## src/rtl/multicycle_ctrl.sv

```systemverilog
// multicycle_ctrl: main control FSM for the multicycle RV32I core
module multicycle_ctrl (
    input  logic       clk,
    input  logic       rst,
    input  logic [6:0] Op,
    input  logic       BranchTaken,
    input  logic       MemReady,
    output logic       MemReq,
    output logic       AdrSrc,
    output logic       MemWrite,
    output logic       IRWrite,
    output logic       PCWrite,
    output logic [1:0] PCSrc,
    output logic [1:0] ALUSrcA,
    output logic [1:0] ALUSrcB,
    output logic [1:0] ALUOp,
    output logic [1:0] ResultSrc,
    output logic       RegWrite,
    output logic       InstrRetired,
    output logic       IllegalOp,
    output logic [3:0] State
);
    typedef enum logic [3:0] {
        FETCH, DECODE, MEMADR, MEMREAD, MEMWB, MEMWRITE, EXECUTER,
        EXECUTEI, ALUWB, BRANCH, JAL, JALR, LUI
    } state_t;
    state_t state_q, state_d, st;
    logic mreq, mwr, irw, pcw, rfw, ret, ill;
    always_ff @(posedge clk) state_q <= rst ? FETCH : state_d;
    always_comb begin
        st = rst ? FETCH : state_q;
        state_d = FETCH;
        mreq = 1'b0;
        AdrSrc = 1'b0;
        mwr = 1'b0;
        irw = 1'b0;
        pcw = 1'b0;
        PCSrc = 2'b00;
        ALUSrcA = 2'b00;
        ALUSrcB = 2'b00;
        ALUOp = 2'b00;
        ResultSrc = 2'b00;
        rfw = 1'b0;
        ill = 1'b0;
        case (st)
            FETCH: begin
                mreq = 1'b1;
                irw = MemReady;
                pcw = MemReady;
                state_d = MemReady ? DECODE : FETCH;
            end
            DECODE: begin
                case (Op)
                    7'b0000011, 7'b0100011: state_d = MEMADR;
                    7'b0110011: state_d = EXECUTER;
                    7'b0010011: state_d = EXECUTEI;
                    7'b1100011: state_d = BRANCH;
                    7'b1101111: state_d = JAL;
                    7'b1100111: state_d = JALR;
                    7'b0110111: state_d = LUI;
                    default: ill = 1'b1;
                endcase
            end
            MEMADR: begin
                ALUSrcA = 2'b10;
                ALUSrcB = 2'b01;
                state_d = (Op == 7'b0000011) ? MEMREAD : MEMWRITE;
            end
            MEMREAD: begin
                mreq = 1'b1;
                AdrSrc = 1'b1;
                state_d = MemReady ? MEMWB : MEMREAD;
            end
            MEMWB: begin
                ResultSrc = 2'b01;
                rfw = 1'b1;
            end
            MEMWRITE: begin
                mreq = 1'b1;
                AdrSrc = 1'b1;
                mwr = 1'b1;
                state_d = MemReady ? FETCH : MEMWRITE;
            end
            EXECUTER, EXECUTEI: begin
                ALUSrcA = 2'b10;
                ALUSrcB = (st == EXECUTEI) ? 2'b01 : 2'b00;
                ALUOp = 2'b10;
                state_d = ALUWB;
            end
            ALUWB: rfw = 1'b1;
            BRANCH: begin
                ALUSrcA = 2'b10;
                ALUOp = 2'b01;
                PCSrc = 2'b10;
                pcw = BranchTaken;
            end
            JAL, JALR: begin
                ResultSrc = 2'b10;
                rfw = 1'b1;
                ALUSrcA = (st == JALR) ? 2'b10 : 2'b01;
                ALUSrcB = 2'b01;
                PCSrc = 2'b01;
                pcw = 1'b1;
            end
            LUI: begin
                ALUSrcA = 2'b11;
                ALUSrcB = 2'b01;
                rfw = 1'b1;
            end
            default: state_d = FETCH;
        endcase
        ret = (state_d == FETCH) && (st != FETCH) && !ill;
    end
    assign MemReq = mreq & ~rst;
    assign MemWrite = mwr & ~rst;
    assign IRWrite = irw & ~rst;
    assign PCWrite = pcw & ~rst;
    assign RegWrite = rfw & ~rst;
    assign InstrRetired = ret & ~rst;
    assign IllegalOp = ill & ~rst;
    assign State = state_q;
endmodule

```

## config.mk

```make
export PLATFORM = sky130hd
export DESIGN_NAME = multicycle_ctrl
export DESIGN_NICKNAME = d
export VERILOG_FILES = /design/src/rtl/multicycle_ctrl.sv
export SDC_FILE = /design/constraint.sdc
export NUM_CORES = 1
export LEC_CHECK = 0
export BUFFER_PORTS_ARGS = -buffer_cell sky130_fd_sc_hd__buf_2
export CAP_MARGIN = 30
export CORE_MARGIN = 5
export CORE_UTILIZATION = 40
export CTS_CLUSTER_SIZE = 16
export DETAILED_ROUTE_END_ITERATION = 8
export HOLD_SLACK_MARGIN = 0.12
export PLACE_DENSITY = 0.74
export SLEW_MARGIN = 20
export SYNTH_ARGS = -nofsm -noshare
export SYNTH_HDL_FRONTEND = slang
export SYNTH_SLANG_ARGS = --single-unit
```

## constraint.sdc

```tcl
create_clock -name clk -period 6.4 [get_ports clk]
set_clock_uncertainty 0.2 [all_clocks]
set_input_delay 1.92 -clock clk [delete_from_list [all_inputs] [get_ports clk]]
set_output_delay 1.92 -clock clk [all_outputs]
set_load 0.01 [all_outputs]
```

Word-level counts from Yosys, hierarchy flattened:

Index checks and enable logic that the tools add are counted.

* register bits after elaboration: 4
* input port bits: 11
* output and inout port bits: 22
* word-level logic and storage cells: 66

* equal/unequal tests: 20
* multiplexer cells: 22
* bitwise logic cells: 8
* reduce and logical (&&, ||, !) cells: 15

Operators with widths (number)
* $pmux 4 s7: 1
* $pmux 4 s6: 1
* $eq 7x6->1 const B: 3
* $eq 7x7->1 const B: 3
* $eq 4x4->1 const B: 5
* $eq 4x3->1 const B: 4
* $pmux 2 s2: 3
* $mux 1: 9
* $mux 3: 3
* $eq 4x2->1 const B: 2
* $logic_not 4->1: 2
* $reduce_or 2->1: 4
* $reduce_or 4->1: 2
* $reduce_or 8->1: 1
* $and 1x1->1: 7
* $eq 7x2->1 const B: 1
* $eq 7x5->1 const B: 1
* $pmux 2 s3: 1
* $reduce_or 5->1: 1
* $eq 4x1->1 const B: 1
* $mux 4: 1
* $reduce_bool 4->1: 1
* $pmux 1 s3: 1
* $reduce_or 3->1: 1
* 5 further kinds: 6

Logic depth before layout (Yosys ltp):

* word-level depth: 8
* mapped depth: 6
* gate-level depth less buffers: 5

Worst setup path after synthesis:

No wires, ideal clock.

* path kind: input to output
* start point: in Op[3]
* end point: out InstrRetired
* arrival time: 3.009 ns
* data required time: 4.280 ns
* slack: 1.271 ns
* buffers on the path: 0
* stages on the path: 5
* cells stage by stage: nand3b_1 > o32ai_1 > a21o_1 > or3_1 > nor4_2

* word-level cells in the longest chain between the ends: 8
* elaborated cells between the ends (all ways): 20
* those cells by class: eq/ne (8); mux (5); bitwise (1); reduce/logical (6)

RTL lines
* from (decl): line 5 `input logic [6:0] Op,`
* $eq 7x2->1 or $eq 7x6->1 (tied branches): line 53, 67
* $reduce_or 2->1: line 53 `case (Op)`
* $pmux 4 s7: line 53
* $pmux 4 s6: line 45 `case (st)`
* $logic_not 4->1: line 112 `ret = (state_d == FETCH) && (st != FETCH) && !ill;`
* $logic_and 1x1->1: line 112
* $logic_and 1x1->1 (*): line 112
* $and 1x1->1 (*): line 119 `assign InstrRetired = ret & ~rst;`
* to (decl): line 19 `output logic InstrRetired,`

Mark *: on every way between the ends. The rest lies on a longest branch, timed or not.

Worst setup path after layout:

* start point: in rst
* end point: out InstrRetired

* word-level cells in the longest chain between the ends: 8
* elaborated cells between the ends (all ways): 18
* those cells by class: eq/ne (6); mux (3); bitwise (2); reduce/logical (7)

RTL lines
* from (decl): line 4 `input logic rst,`
* $mux 4: line 31 `st = rst ? FETCH : state_q;`
* $eq 4x3->1: line 45
* $reduce_or 2->1: line 45
* $pmux 4 s6: line 45
* $logic_not 4->1: line 112
* $logic_and 1x1->1 (2 in series): line 112
* $and 1x1->1 (*): line 119

Marks and branches as above.

==> metrics.yaml <==
drt:
  vias: 761
  drtPass1Iterations: 4
  routed_wl_mm: 1.761
  wl_per_cell_microns: 13.76
  final_antenna_net_count: 0
  drt_iter0_drc: 27
  via_per_inst: 5.945
  drc: 0
status:
  outcome: "finished clean"
place:
  port_buffers: 31
  place.gp.congestion: 0.7591
  hpwl_mm: 1.283
  dp.cells: 125
  placed_cell_area_sq_um: 710.7
  place_ws_ns: 0.9247
critical_path:
  startpoint_type: "primary input"
  cp_max_fo: 16
  critPathLaunch: "rst"
  required_ns: 4.28
  path_class: "in -> out"
  r2r_start: "State[0]$_SDFF_PP0_"
  cp.arrival_ns: 3.37
  end_kind: "output port"
floorplan:
  die_h_microns: 47.85
  rows: 13
  core_area_sq_um: 1334
  io_pins: 33
  start_util_pct: 42.96
  die_w_microns: 47.85
  die-area_sq_um: 2290
clock_tree:
  clk_pin_slew_worst_paths_ns: 0.04
  cts_tree: "built"
  cts_resized: 0
  clock_latency_ns: 0.25
  cts_hold_buf: 0
  htreeDepth: 1
  cts_buffers: 3
  clock-sinks: 4
  cts_setup_buffers: 0
  clockBufferDepth: 2
  root_buffer: "clkbuf_4"
logic_synthesis:
  synth_fp_nets: 97
  yosys_register_bits: 4
  netlist_instances: 86
  synthAdderAreaFrac_pct: 0
  async_reset_ff_share_pct: 0
  synth-simple-area-share_pct: 48.69
  synthFlopType: "dfxtp_1"
  synth-xor-area-share_pct: 0
  synth_area_per_cell_sq_um: 6.663
  synth_cell_type_count: 36
  synth_seq_area_share_pct: 13.97
  synth_area_sq_um: 573.1
  synth_edf_count: 0
  synth_top_family_by_area: "simple AND/OR/NAND/NOR gates"
  yosys_warnings: 0
  synth_compound_area_share_pct: 29.04
  muxShareOfSynthArea_pct: 0
final_layout:
  layout_commonest_cell: "buf_2"
  final.fill_count: 139
  num_antenna_cells: 0
  multi_input_area_sq_um: 449.2
  drive_gt1_share_pct: 32.74
  fin_area_sq_um: 733.2
  largest_reg_flops: 4
  area_growth_pct: 27.95
  final_cell_mix: "buf_2, nor2_1, a21oi_1"
  fin_nets: 126
  stdcell_count: 128
  ff_latch_area_sq_um: 80.08
job:
  max_cap_violations: 0
global_routing:
  grt_max_degree: 17
  grt_pass1_wl_mm: 2.573
  grt_overflow_total: 0
  grt_pass1_vias: 595
  grtUsageTotal_pct: 15.73
  antenna_found_initial: 0
timing:
  fmax_ghz: 0.1820
  finalSetupTns_ns: 0
  drv_slew: 0
  worst_slack_ns: 0.9055
  fin_crit_ns: 5.495
  rsz0062_at_grt: "no"
  hold_viol: 0
  setup_viol: 0
  period_share_pct: 85.85
power:
  power_uw: 81.59
  powerDensity_nw_per_um2: 111.3
  peakVddDrop_v: 0.00006094
  p_leak_nw: 0.3316
min_path:
  hold_path_class: "reg -> reg"
  min_from: "State[3]$_SDFF_PP0_"
## through the flow
stage	util, %	hold slack (ns)
after CTS	54.97	0.5855
after global placement	53.28	0.5623
after global routing	54.97	0.6784
final	54.97	0.5986
after detailed placement	53.28	0.5757
after floorplan	-	0.4411
## where the power goes
group | switching, mW | leakage, nW | internal [mW]
clock network | 0.0120 | 0.0138 | 0.0211
registers | 0.00171 | 0.0325 | 0.0255
logic | 0.0123 | 0.285 | 0.00898
## Yosys cell counts, drive strengths merged, types with 3 or more instances
library cell,instances,area [sq um]
dfxtp,4,80.08
nor4,3,25.02
o31ai,3,22.52
a21oi,9,45.04
nor2,10,37.54
clkbuf,3,11.26
nand3b,4,30.03
nand2,6,22.52
o21ai,7,35.03
nand2b,3,18.77
nor2b,3,18.77
buf,4,25.02
## layer usage
| metal | track usage [%] | routed length [microns] | share of wire (%) | vias up |
|---|---|---|---|---|
| li1 | - | - | - | 376 |
| met1 | 20.96 | 793 | 45 | 360 |
| met2 | 23.22 | 850 | 48 | 23 |
| met3 | 6.015 | 112 | 6.4 | 2 |
| met4 | 4.839 | 4 | 0.23 | 0 |
| met5 | 0 | 0 | 0 | - |
## final timing paths
path                                       endpoint  slack, ns  cells past startpoint
worst max register to register  State[2]$_SDFF_PP0_       4.43                      4
worst max-delay path                   InstrRetired       0.91                      7
worst min register to register  State[0]$_SDFF_PP0_       0.60                      2
worst min-delay path            State[0]$_SDFF_PP0_       0.60                      2
## cell type report
cell class,instances,area share (%)
Clock buffer,3,3.072
Inverter,2,1.024
Multi-Input combinational cell,73,61.26
Sequential cell,4,10.92
Tap cell,15,2.560
Timing Repair Buffer,31,21.16
## cell families after synthesis
family	after synthesis
simple gates	45
flops	4
buf+inv	9
compound gates	27
other cells	1
## critical path: stages
cell    delay, ns
buf_2        0.24
or3b_4       0.22
nor3_2       0.07
a21o_1       0.18
or3_1        0.32
nor4_2       0.25
buf_2        0.17
No activity file was read; power rests on OpenSTA's default activity.
